**config.mk**
```make
export PLATFORM = sky130hd
export DESIGN_NAME = i2s_ser_tx
export DESIGN_NICKNAME = d
export VERILOG_FILES = /design/src/rtl/i2s_pkg.sv /design/src/rtl/i2s_sclk_gen.sv /design/src/rtl/i2s_ser_tx.sv
export SDC_FILE = /design/constraint.sdc
export NUM_CORES = 1
export LEC_CHECK = 0
export ABC_AREA = 1
export BUFFER_PORTS_ARGS = -buffer_cell sky130_fd_sc_hd__clkbuf_2
export CELL_PAD_IN_SITES_DETAIL_PLACEMENT = 1
export CELL_PAD_IN_SITES_GLOBAL_PLACEMENT = 1
export CORE_MARGIN = 2
export CORE_UTILIZATION = 45
export DETAILED_ROUTE_END_ITERATION = 6
export PLACE_DENSITY = 0.79
export SLEW_MARGIN = 30
export SYNTH_ARGS = -nofsm -noshare
export SYNTH_HDL_FRONTEND = slang
export SYNTH_SLANG_ARGS = --single-unit
export TNS_END_PERCENT = 1
```
**constraint.sdc**
```tcl
create_clock -name clk -period 2.26 [get_ports clk]
set_clock_uncertainty 0.1 [all_clocks]
set_input_delay 0.113 -clock clk [delete_from_list [all_inputs] [get_ports clk]]
set_output_delay 0.113 -clock clk [all_outputs]
set_load 0.01 [all_outputs]
```
**src/rtl/i2s_pkg.sv**
```systemverilog
// Shared I2S definitions: frame geometry, FSM state encoding and the sample-pair record.
// Used by both the transmitter and the receiver side of the link.
package i2s_pkg;

   localparam int unsigned SLOT_BITS   = 24;
   localparam int unsigned FRAME_SLOTS = 48;
   localparam int unsigned FRAME_BITS  = 2 * SLOT_BITS;

   typedef enum logic [1:0] {
      IDLE = 2'd0,
      LEAD = 2'd1,
      XMIT = 2'd2
   } state_e;

   typedef struct packed {
      logic [SLOT_BITS-1:0] lft;
      logic [SLOT_BITS-1:0] rght;
   } frame_t;

endpackage

```
**src/rtl/i2s_sclk_gen.sv**
```systemverilog
// I2S bit-clock generator: divides clk by 2*SCLK_DIV and flags the clk cycle
// in which sclk is about to rise or fall. Held at 0 (divider cleared) while run is low.
module i2s_sclk_gen #(
   parameter int unsigned SCLK_DIV = 8
) (
   input  logic clk,
   input  logic rst_n,
   input  logic run,
   output logic sclk,
   output logic sclk_fall_evt,
   output logic sclk_rise_evt
);

   localparam logic [7:0] TERM = 8'(SCLK_DIV - 1);

   logic [7:0] cnt_q, cnt_d;
   logic       sclk_q, sclk_d;
   logic       tick;

   assign tick = run && (cnt_q == TERM);

   // NOTE: every next-state value is given a default before any branch, so no latch can be inferred.
   always_comb begin
      cnt_d  = cnt_q;
      sclk_d = sclk_q;
      if (!run) begin
         cnt_d  = '0;
         sclk_d = 1'b0;
      end else if (tick) begin
         cnt_d  = '0;
         sclk_d = ~sclk_q;
      end else begin
         cnt_d  = cnt_q + 8'd1;
      end
   end

   // NOTE: state registers use non-blocking assignments only, so all flops update together.
   always_ff @(posedge clk or negedge rst_n) begin
      if (!rst_n) begin
         cnt_q  <= '0;
         sclk_q <= 1'b0;
      end else begin
         cnt_q  <= cnt_d;
         sclk_q <= sclk_d;
      end
   end

   assign sclk          = sclk_q;
   assign sclk_fall_evt = tick & sclk_q;
   assign sclk_rise_evt = tick & ~sclk_q;

endmodule

```
**src/rtl/i2s_ser_tx.sv**
```systemverilog
// I2S transmitter: a holding register fed by ld/rdy and a 48-bit shifter that
// serializes left then right MSB-first, data and ws changing on sclk fall.
module i2s_ser_tx
   import i2s_pkg::*;
#(
   parameter int unsigned SCLK_DIV = 8
) (
   input  logic                 clk,
   input  logic                 rst_n,
   input  logic                 en,
   input  logic [SLOT_BITS-1:0] lft_chnnl,
   input  logic [SLOT_BITS-1:0] rght_chnnl,
   input  logic                 ld,
   output logic                 rdy,
   output logic                 undrn,
   output logic                 I2S_sclk,
   output logic                 I2S_ws,
   output logic                 I2S_data
);

   localparam logic [5:0] LAST_SLOT  = 6'(FRAME_SLOTS - 1);
   localparam logic [5:0] WS_HI_SLOT = 6'(SLOT_BITS - 2);
   localparam logic [5:0] WS_LO_SLOT = 6'(FRAME_SLOTS - 2);

   state_e                state_q, state_d;
   logic [5:0]            slot_q, slot_d;
   frame_t                hold_q, hold_d;
   logic                  full_q, full_d;
   logic [FRAME_BITS-1:0] shift_q, shift_d;
   logic                  ws_q, ws_d;
   logic                  data_q, data_d;
   logic                  undrn_q, undrn_d;

   logic run, sclk_fall, sclk_rise_unused;
   logic frame_start, accept;

   assign run = (state_q != IDLE);

   i2s_sclk_gen #(.SCLK_DIV(SCLK_DIV)) u_sclk_gen (
      .clk           (clk),
      .rst_n         (rst_n),
      .run           (run),
      .sclk          (I2S_sclk),
      .sclk_fall_evt (sclk_fall),
      .sclk_rise_evt (sclk_rise_unused)
   );

   always_comb begin
      state_d     = state_q;
      slot_d      = slot_q;
      hold_d      = hold_q;
      full_d      = full_q;
      shift_d     = shift_q;
      ws_d        = ws_q;
      data_d      = data_q;
      undrn_d     = 1'b0;
      frame_start = 1'b0;
      accept      = ld && !full_q;

      case (state_q)
         IDLE: begin
            if (en) begin
               state_d = LEAD;
               ws_d    = 1'b0;
               data_d  = 1'b0;
            end
         end
         LEAD: begin
            if (sclk_fall) frame_start = 1'b1;
         end
         XMIT: begin
            if (sclk_fall) begin
               if (slot_q == LAST_SLOT) begin
                  if (en) begin
                     frame_start = 1'b1;
                  end else begin
                     state_d = IDLE;
                     slot_d  = '0;
                     ws_d    = 1'b1;
                     data_d  = 1'b0;
                  end
               end else begin
                  slot_d  = slot_q + 6'd1;
                  data_d  = shift_q[FRAME_BITS-1];
                  shift_d = {shift_q[FRAME_BITS-2:0], 1'b0};
                  // ws leads each channel's MSB by one slot
                  if (slot_q == WS_HI_SLOT)      ws_d = 1'b1;
                  else if (slot_q == WS_LO_SLOT) ws_d = 1'b0;
               end
            end
         end
         default: state_d = IDLE;
      endcase

      // An empty holding register at a frame start sends a silent frame.
      if (frame_start) begin
         state_d = XMIT;
         slot_d  = '0;
         full_d  = 1'b0;
         undrn_d = !full_q;
         data_d  = full_q & hold_q.lft[SLOT_BITS-1];
         shift_d = full_q ? {hold_q.lft[SLOT_BITS-2:0], hold_q.rght, 1'b0} : '0;
      end

      if (accept) begin
         hold_d = '{lft: lft_chnnl, rght: rght_chnnl};
         full_d = 1'b1;
      end
   end

   // NOTE: the sample registers are reset as well, so a reset mid-frame never replays stale audio.
   always_ff @(posedge clk or negedge rst_n) begin
      if (!rst_n) begin
         state_q <= IDLE;
         slot_q  <= '0;
         hold_q  <= '0;
         full_q  <= 1'b0;
         shift_q <= '0;
         ws_q    <= 1'b1;
         data_q  <= 1'b0;
         undrn_q <= 1'b0;
      end else begin
         state_q <= state_d;
         slot_q  <= slot_d;
         hold_q  <= hold_d;
         full_q  <= full_d;
         shift_q <= shift_d;
         ws_q    <= ws_d;
         data_q  <= data_d;
         undrn_q <= undrn_d;
      end
   end

   assign rdy      = ~full_q;
   assign undrn    = undrn_q;
   assign I2S_ws   = ws_q;
   assign I2S_data = data_q;

endmodule

```
==> impl_results.md, run 1 <==
* Status: complete, no violations
* H-tree depth at 4
* RSZ-0062 raised after global routing: yes
* Startpoint types: flip-flop
* Static leakage at 0.00383 uW
* Number of flops mapped to enable cells by yosys at 0
* Synth area leaders: dfrtp_1 50%, mux2_2 9.4%, nand2_1 8.5%
* Starting Density at 0.458
* Max-capacitance violation count at 0
* Min Hold Slack at 0.0830 ns
* F_max at 463 MHz
* Final core utilization at 0.585
* Die height at 117 um
* Slew headroom at 0.627
* CP max stage delay at 0.35 ns
* CTS root buffer: clkbuf_16
* Worst-path fanout max at 8
* Slowest CP cell: dfrtp_1
* Synth top cells by count: 130 x nand2_1, 115 x dfrtp_1, 105 x inv_1
* Asr flop ratio synth at 1.00
* Crit path required time at 2.45 ns
* Post-Syn Area at 5750 um^2
* Core Box Area at 12600 um^2
* Via density at 5.19
* Vias at 4896
* Post-Synth Simple-Gate Area at 0.223
* Compound-Gate Fraction of Synth Area at 0.0561
* Power Total at 5890 uW
* Hold crit path type: input port to flip-flop
* Crit path cell chain: inv_1 -> ha_1 -> buf_4 -> nor3_1 -> nand4_1 -> nand2_2 -> nand3_1 -> nand2_1 -> nor2_1
* DP HPWL at 8870 um
* Synth area leader: dfrtp_1
* Tmin final at 2.16 ns
* Layout cells sized above 1 at 0.206
* Residual DRC at 0
* Area delta synth->final at 27.9%
* Most frequent cell after synthesis: nand2_1
* Non-filler instance count after layout at 943
* Final Hold Fails at 0
* Die width at 117 um
* Ports at 57
* Synth cell types at 32
* Worst VDD drop at 0.570 mV
* Fin crit share at 0.955
* Iter 0 DRT Violations at 174
* WL final at 16100 um
* First-pass GRT wire length at 26800 um
* GP Congestion at 0.810
* Pwr dens at 801 nW/um^2
* Final Setup Violations at 0
* CTS sink count at 116
* Clock Latency Late Sink at 0.42 ns
* Element type at the critical path end: flip-flop
* Main combinational cell family by area after synthesis: simple AND/OR/NAND/NOR gates
* Antenna Violating Nets Remaining at 0
* Buffers on Ports at 56
* Area share of the largest cell type after synthesis at 0.500
* Mean post-synth cell area at 8.78 um^2
* Crit path arrival time at 2.35 ns
* Synth Area in XOR/XNOR at 0.00304
* Yosys warns at 0
* Total die area at 13700 um^2
* Placed insts at 861
* Detailed Routing Iterations Pass 1 at 4
* Total GRT Usage at 0.258
* Nets at 816
* Max Slew Vio Count at 0
* Seq/Total Area, Yosys at 0.505
* Routed len/inst at 17.1 um
* Filler cell count at 1423
* Mux contribution to synthesized area at 0.0940
* Cells after Synth at 655
* Number of synthesized register bits at 116
* Vias in the first global route at 5525
* Post-Synth Adder-Cell Area at 0.0152
* FP Rows at 41
* Kind of critical path: flip-flop to flip-flop
* Slew at the pin closest to its max-slew limit at 0.560 ns
* Worst-path clk slew at 0.05 ns
* Overflow after GRT at 0
* Largest net degree at the start of global routing at 50
* Reg2reg setup slack at 0.10 ns
* Deepest clock path buffer count at 2
* Syn Nets at 714
* Setup_tns at 0 ns
* Most common flop cell mapped by yosys: dfrtp_1
* Initial antenna violation count at 1
* CTS tree: yes
* Num CTS Buffers at 17
cell families (layout without fill, tap and decap cells):
family	Yosys count	after routing
AOI/OAI and AO/OA	63	63
and+or+nand+nor	275	275
other	0	1
adders and majority gates	7	7
buffers and inverters	144	259
DFF	116	116
xor gates and xnor gates	2	2
muxes	48	48
routing by layer:
layer  wire (um)  track usage
met5           0            0
met4         330       0.0957
met3         450       0.0520
met2        8820        0.487
met1        6480        0.286
worst max-delay path, delay by kind of cell, from the launching register on:
| kind | cells | cell delay, ns |
|---|---|---|
| buf+inv | 2 | 0.24 |
| simple gates | 6 | 1.14 |
| flops | 1 | 0.35 |
| fa+ha+maj | 1 | 0.22 |
final cells by class:
class                      instances  area [um^2]  area share
timing repair buffer             121          980       0.133
multi-input combinational        395         2260       0.308
clock inverter                     5          100      0.0136
tap                              172          215      0.0293
sequential                       116         2900       0.395
inverter                         106          398      0.0541
antenna                            1         2.50    0.000340
clock buffer                      27          493      0.0670
through the flow:
stage	cell area [um^2]	setup WS, ns
global route	7360	-0.0172
CTS	7320	0.0289
detailed placement	6240	0.113
finish	7360	0.101
global placement	6240	0.233
floorplan	5750	0.439
placed cells by master (no fill, tap or decap), drive strengths merged, types with 27 or more instances in the layout:
master,instances
dfrtp,115
nand3,63
mux2,48
clkbuf,82
nand4,42
nor2,27
dlygate4sd3,49
inv,106
nand2,134
o21ai,47
power breakdown:
part	leakage, uW	total (uW)	internal [uW]	switching [uW]
registers	0.00149	2600	2400	202
logic	0.00205	563	343	220
clock network	0.000290	2730	1820	908
flip-flops by register name (all words and copies together), names as in the netlist:
name and cells:
I2S_ws 1, state_q 2, slot_q 6, I2S_data 1, u_sclk_gen.cnt_q 8, hold_q 48
undrn 1, u_sclk_gen.sclk 1, full_q 1, shift_q 47
what timing repair did:
action | 4_1_cts | 5_1_grt
resized for setup | 0 | 10
buffers inserted | 0 | 0
hold buffers | 49 | 0
hold endpoints to repair | 164 | 0
endpoints found under the setup margin | 0 | 49
worst paths after layout:
kind	start	end	depth (start not counted)
setup / recovery	state_q[0]	slot_q[3]	9
hold / removal	en	state_q[1]	5
setup reg to reg	state_q[0]	slot_q[3]	9
hold reg to reg	u_sclk_gen.cnt_q[0]	u_sclk_gen.cnt_q[0]	1
max in group asynchronous	rst_n	shift_q[36]	3
min in group asynchronous	rst_n	u_sclk_gen.cnt_q[4]	2
Power figures use the tool's default switching activity.
==> run 2: changes to the inputs <==
CORE_UTILIZATION = 47   (was 45)
CTS_BUF_LIST = sky130_fd_sc_hd__clkbuf_4   (was not set)
PLACE_DENSITY = 0.82   (was 0.79)
==> run 2 against run 1 <==
Core utilization is 0.60 points higher; design area is 3.9% lower; clock-buffer cell count is 8 lower; critical path type unchanged; combinational power is 1% higher; die area is 4.1% lower; highest routed layer unchanged; sequential share of layout area is 1.6 points higher; clock power is 42% lower.
==> impl_results.md, run 2 (synthesis gave the netlist of run 1 again) <==
* Ports at 57 (unchanged)
* Largest net degree at the start of global routing at 50 (unchanged)
* GP Congestion at 0.815 (+0.60%)
* Element type at the critical path end: flip-flop
* Final core utilization at 0.591 (+0.00595)
* Non-filler instance count after layout at 924 (-2.0%)
* Buffers on Ports at 56 (unchanged)
* CTS sink count at 116 (unchanged)
* F_max at 461 MHz (-0.51%)
* Startpoint types: flip-flop
* Kind of critical path: flip-flop to flip-flop
* Biggest regs: hold_q x48, shift_q x47, u_sclk_gen.cnt_q x8
* Placed insts at 838 (-2.7%)
* Filler cell count at 1384 (-2.7%)
* Status: complete, no violations
* Multi-input logic area at 2260 um^2 (unchanged)
* Worst-path clk slew at 0.14 ns (+0.09 ns)
* Total GRT Usage at 0.269 (+0.0112)
* FP Rows at 40 (-2.4%)
* Vias in the first global route at 5506 (-0.34%)
* WL final at 16000 um (-0.35%)
* Antenna Violating Nets Remaining at 0 (unchanged)
* Top reg by flops: hold_q
* Crit path required time at 2.63 ns (+0.18 ns)
* Max reg flops at 48 (unchanged)
* Iter 0 DRT Violations at 281 (+61%)
* Slew headroom at 0.634 (+0.00731)
* Vias at 4935 (+0.80%)
* Total die area at 13100 um^2 (-4.1%)
* Slew at the pin closest to its max-slew limit at 0.549 ns (-0.0110 ns)
* Starting Density at 0.481 (+0.0232)
* Final Setup Violations at 0 (unchanged)
* Most common cell after layout, fill and taps aside: nand2_1
* Area delta synth->final at 22.9%
* Fin crit share at 0.960 (+0.00491)
* Via density at 5.34 (+2.9%)
* CTS tree: yes
* CTS root buffer: clkbuf_4
* Max-capacitance violation count at 0 (unchanged)
* Overflow after GRT at 0 (unchanged)
* DP HPWL at 9510 um (+7.3%)
* Die height at 115 um (-2.1%)
* Static leakage at 0.00373 uW (-2.6%)
* Worst VDD drop at 0.569 mV (-0.18%)
* Max Slew Vio Count at 0 (unchanged)
* Initial antenna violation count at 0 (-1)
* Crit path arrival time at 2.54 ns (+0.19 ns)
* Clock Latency Late Sink at 0.56 ns (+0.14 ns)
* Worst-path fanout max at 34 (+26)
* Most frequent cells in the layout: 129 x nand2_1, 115 x dfrtp_1, 104 x inv_1, 61 x nand3_1, 55 x clkbuf_2
* Detailed Routing Iterations Pass 1 at 4 (unchanged)
* Min Hold Slack at 0.222 ns (+0.139 ns)
* Die width at 115 um (-2.1%)
* Tmin final at 2.17 ns (+0.0111 ns)
* Core Box Area at 12000 um^2 (-4.8%)
* First-pass GRT wire length at 27100 um (+0.95%)
* Final Hold Fails at 0 (unchanged)
* Num CTS Buffers at 17 (unchanged)
* RSZ-0062 raised after global routing: yes
* Deepest clock path buffer count at 2 (unchanged)
* Hold crit path type: input port to flip-flop
* Routed len/inst at 17.3 um (+1.7%)
* Register area at 2900 um^2 (unchanged)
* Nets at 821 (+0.61%)
* Pwr dens at 671 nW/um^2 (-16%)
* Residual DRC at 0 (unchanged)
* Layout cells sized above 1 at 0.219 (+0.0129)
* H-tree depth at 4 (unchanged)
-- run 2: layout make-up --
type / count / share of cell area
well taps: 147 / 0.0260
multi-input cells: 395 / 0.320
flip-flops and latches: 116 / 0.411
clock inverters: 13 / 0.0198
repair buffers: 126 / 0.146
diodes: 2 / 0.000708
clock buffers: 19 / 0.0202
inverters: 106 / 0.0563
-- run 2: power by group --
group,switching (uW),total [uW],internal [uW]
logic,221,571,351
registers,193,2580,2390
clock network,820,1590,769
total,1230,4740,3510
-- run 2: timing repair --
item / in CTS / in global routing
hold buffers: 52 / 0
resized for setup: 0 / 7
setup endpoints to repair: 0 / 37
buffers inserted: 0 / 0
endpoints found under the hold margin: 162 / 0
-- run 2: final timing paths --
kind	start	to	slack, ns	cells after the start
setup / recovery	slot_q[1]	shift_q[17]	0.09	10
hold / removal	rght_chnnl[19]	hold_q[19]	0.22	3
setup reg to reg	slot_q[1]	shift_q[17]	0.09	10
hold reg to reg	u_sclk_gen.cnt_q[0]	u_sclk_gen.cnt_q[0]	0.38	1
max in group asynchronous	rst_n	shift_q[40]	0.99	4
min in group asynchronous	rst_n	hold_q[15]	0.40	3
-- run 2: worst max-delay path, stage by stage, from the launching register on --
cell,delay [ns]
dfrtp_1,0.40
ha_2,0.22
inv_1,0.06
nor2_2,0.19
nand4_1,0.16
nand2_2,0.15
buf_6,0.28
nand4_1,0.19
nand2_1,0.13
o21ai_0,0.10
inv_1,0.10
-- run 2: through the flow --
step,area (um^2),setup WS (ns),setup TNS [ns],total power [uW]
after floorplan,5750,0.439,0,2870
final,7070,0.0897,0,4740
after global placement,6230,0.216,0,3040
after global routing,7070,-0.0564,-0.256,4970
after detailed placement,6230,0.0928,0,3100
after CTS,7050,0.0481,0,4730
-- run 2: layer usage --
| metal | global-route usage | wire length, um | up-vias |
|---|---|---|---|
| li1 | - | - | 2332 |
| met1 | 0.301 | 6520 | 2474 |
| met2 | 0.484 | 8470 | 96 |
| met3 | 0.0603 | 513 | 33 |
| met4 | 0.128 | 517 | 0 |
| met5 | 0 | 0 | - |
==> run 3: changes to the inputs <==
CORE_UTILIZATION = 29   (was 47)
PLACE_DENSITY = not set   (was 0.82)
PLACE_DENSITY_LB_ADDON = 0.2   (was not set)
==> run 3 against run 2 <==
Total power decreased by 8.7%; sequential power is essentially flat; die area rose by 60%; core utilization shrank 23 points; clock-buffer cell count is the same; setup slack improved by 0.10 ns; largest cell class unchanged; highest routed layer unchanged; cell count rose by 12%; via count fell by 4.1%; critical endpoint is now shift_q[45]; first-iteration DRC count shrank 28%; sequential share of layout area down 0.16 points.
==> impl_results.md, run 3 (synthesis gave the netlist of run 1 again) <==
* Status: complete, no violations
* CP max stage delay at 0.38 ns (-0.02 ns)
* Bufs and invs on worst path at 2 (-1)
* Most common cell after layout, fill and taps aside: nand2_1
* Register area at 2910 um^2 (about the same)
* F_max at 483 MHz (+4.8%)
* Multi-input logic area at 2260 um^2 (-0.11%)
* Most frequent cells in the layout: 129 x nand2_1, 114 x dfrtp_1, 105 x inv_1, 61 x nand3_1, 55 x clkbuf_2
* Slowest CP cell: dfrtp_1
* Area delta synth->final at 23.5%
* Crit path cell chain: ha_1 -> nand3_2 -> nor2_4 -> nand3_4 -> nor2_2 -> nand2_1 -> nand2_2 -> buf_12 -> inv_1 -> nand2_1 -> nand3_1
* Fin area at 7100 um^2 (+0.44%)
* Total GRT Usage at 0.154 (-0.116)
* H-tree depth at 4 (unchanged)
* Filler cell count at 2328 (+68%)
* Startpoint types: flip-flop
* Psw at 1170 uW (-5.5%)
* Sw frac at 0.269 (+0.00900)
* Hold crit path type: input port to asynchronous set/reset pin
* R2R depth at 11 (+1)
* Clock Latency Late Sink at 0.52 ns (-0.04 ns)
* Worst-path clk slew at 0.11 ns (-0.03 ns)
* DP HPWL at 9230 um (-3.0%)
* DP Area at 6350 um^2 (+1.8%)
* Die height at 145 um (+26%)
* Crit path required time at 2.57 ns (-0.06 ns)
* FP Rows at 51 (+28%)
* First-pass GRT wire length at 25200 um (-6.7%)
* Comb pwr share at 0.126 (+0.006)
* Fin crit share at 0.916 (-0.0442)
* Max reg flops at 48 (unchanged)
* Routed len/inst at 14.3 um (-18%)
* Biggest regs: hold_q x48, shift_q x47, u_sclk_gen.cnt_q x8
* CTS tree: yes
* Initial antenna violation count at 1 (+1)
* Max Slew Vio Count at 0 (unchanged)
* Levels on crit path at 11 (+1)
* Worst VDD drop at 0.400 mV (-30%)
* Starting Density at 0.296 (-0.185)
* Total setup buffers inserted after CTS at 0 (unchanged)
* Detailed Routing Iterations Pass 1 at 4 (unchanged)
* Tmin final at 2.07 ns (-0.0999 ns)
* Antenna Violating Nets Remaining at 0 (unchanged)
* Layout cells sized above 1 at 0.216 (-0.00303)
* Ports at 57 (unchanged)
* Core Box Area at 19500 um^2 (+63%)
* Num CTS Buffers at 17 (unchanged)
* Overflow after GRT at 0 (unchanged)
* Max-capacitance violation count at 0 (unchanged)
* Iter 0 DRT Violations at 203 (-28%)
* Residual DRC at 0 (unchanged)
* Vias in the first global route at 5008 (-9.0%)
* Min Hold Slack at 0.0384 ns (-0.183 ns)
* Most frequent CP cell: nand2_1
* Largest net degree at the start of global routing at 52 (+4.0%)
* Delay-heaviest family, CP: simple AND/OR/NAND/NOR gates
* Pwr dens at 610 nW/um^2 (-9.1%)
* Non-filler instance count after layout at 1038 (+12%)
* WL final at 14800 um (-7.6%)
* Nets at 818 (-0.37%)
* CTS sink count at 116 (unchanged)
* Die width at 145 um (+26%)
* Buffers on Ports at 56 (unchanged)
* Final Setup Violations at 0 (unchanged)
* Clk pwr share at 0.283 (-0.052)
* Vias at 4732 (-4.1%)
* CTS root buffer: clkbuf_4
* RSZ-0062 raised after global routing: yes
* Element type at the critical path end: flip-flop
* GP Congestion at 0.754 (-7.5%)
* Static leakage at 0.00366 uW (-1.9%)
* Deepest clock path buffer count at 2 (unchanged)
* Worst-path fanout max at 26 (-24%)
* Slew at the pin closest to its max-slew limit at 0.636 ns (+0.0871 ns)
* Crit path arrival time at 2.38 ns (-0.16 ns)
* Top reg by flops: hold_q
* Final Hold Fails at 0 (unchanged)
* Kind of critical path: flip-flop to flip-flop
* Placed insts at 953 (+14%)
* Via density at 4.56 (-15%)
* Total die area at 21000 um^2 (+60%)
* Setup_tns at 0 ns (unchanged)
* Pint at 3170 uW (-9.8%)
* Seq pwr share at 0.592 (+0.047)
* Slew headroom at 0.576 (-0.0581)
## run 3: power groups by stage
stage	registers (uW)	logic [uW]	clock network, uW
2_1_floorplan	2540	336	0
3_3_place_gp	2590	464	0
3_5_place_dp	2610	484	0
4_1_cts	2570	554	1300
5_1_grt	2610	602	1390
6_report	2560	544	1220
## run 3: worst paths after layout
kind | start | to | slack [ns]
max | u_sclk_gen.cnt_q[0] | shift_q[45] | 0.19
min | rst_n | hold_q[15] | 0.04
max reg2reg | u_sclk_gen.cnt_q[0] | shift_q[45] | 0.19
min reg2reg | u_sclk_gen.cnt_q[0] | u_sclk_gen.cnt_q[0] | 0.37
max in group asynchronous | rst_n | hold_q[39] | 1.24
min in group clk | lft_chnnl[12] | hold_q[36] | 0.25
## run 3: metal layers
layer | global-route usage | vias up | share of wire
met4 | 0.0496 | 0 | 0.011
met1 | 0.202 | 2342 | 0.49
li1 | - | 2332 | -
met3 | 0.0322 | 10 | 0.023
met2 | 0.252 | 48 | 0.48
met5 | 0 | - | 0
## run 3: cell type report
| class | count | share of cell area |
|---|---|---|
| antenna | 1 | 0.000352 |
| clock buffer | 19 | 0.0201 |
| clock inverter | 13 | 0.00969 |
| inverter | 106 | 0.0560 |
| multi-input combinational | 395 | 0.318 |
| sequential | 116 | 0.409 |
| tap | 265 | 0.0467 |
| timing repair buffer | 123 | 0.140 |
## run 3: what timing repair did
item / CTS / global route
hold buffers: 51 / 0
endpoints found under the setup margin: 0 / 7
gates resized for setup: 0 / 2
hold endpoints to repair: 141 / 0
## run 3: metrics by stage
stage | utilization | total power (uW) | setup slack [ns]
after detailed placement | 0.326 | 3090 | 0.142
final | 0.365 | 4330 | 0.190
after global routing | 0.365 | 4600 | -0.0190
after CTS | 0.363 | 4420 | 0.124
after global placement | 0.326 | 3060 | 0.250
after floorplan | - | 2870 | 0.439
## run 3: worst register-to-register path: cells and delay by family, from the launching register on
family / cells / cell delay, ns
adders and majority gates: 1 / 0.23
buffers and inverters: 2 / 0.26
DFF: 1 / 0.38
and+or+nand+nor: 8 / 0.99
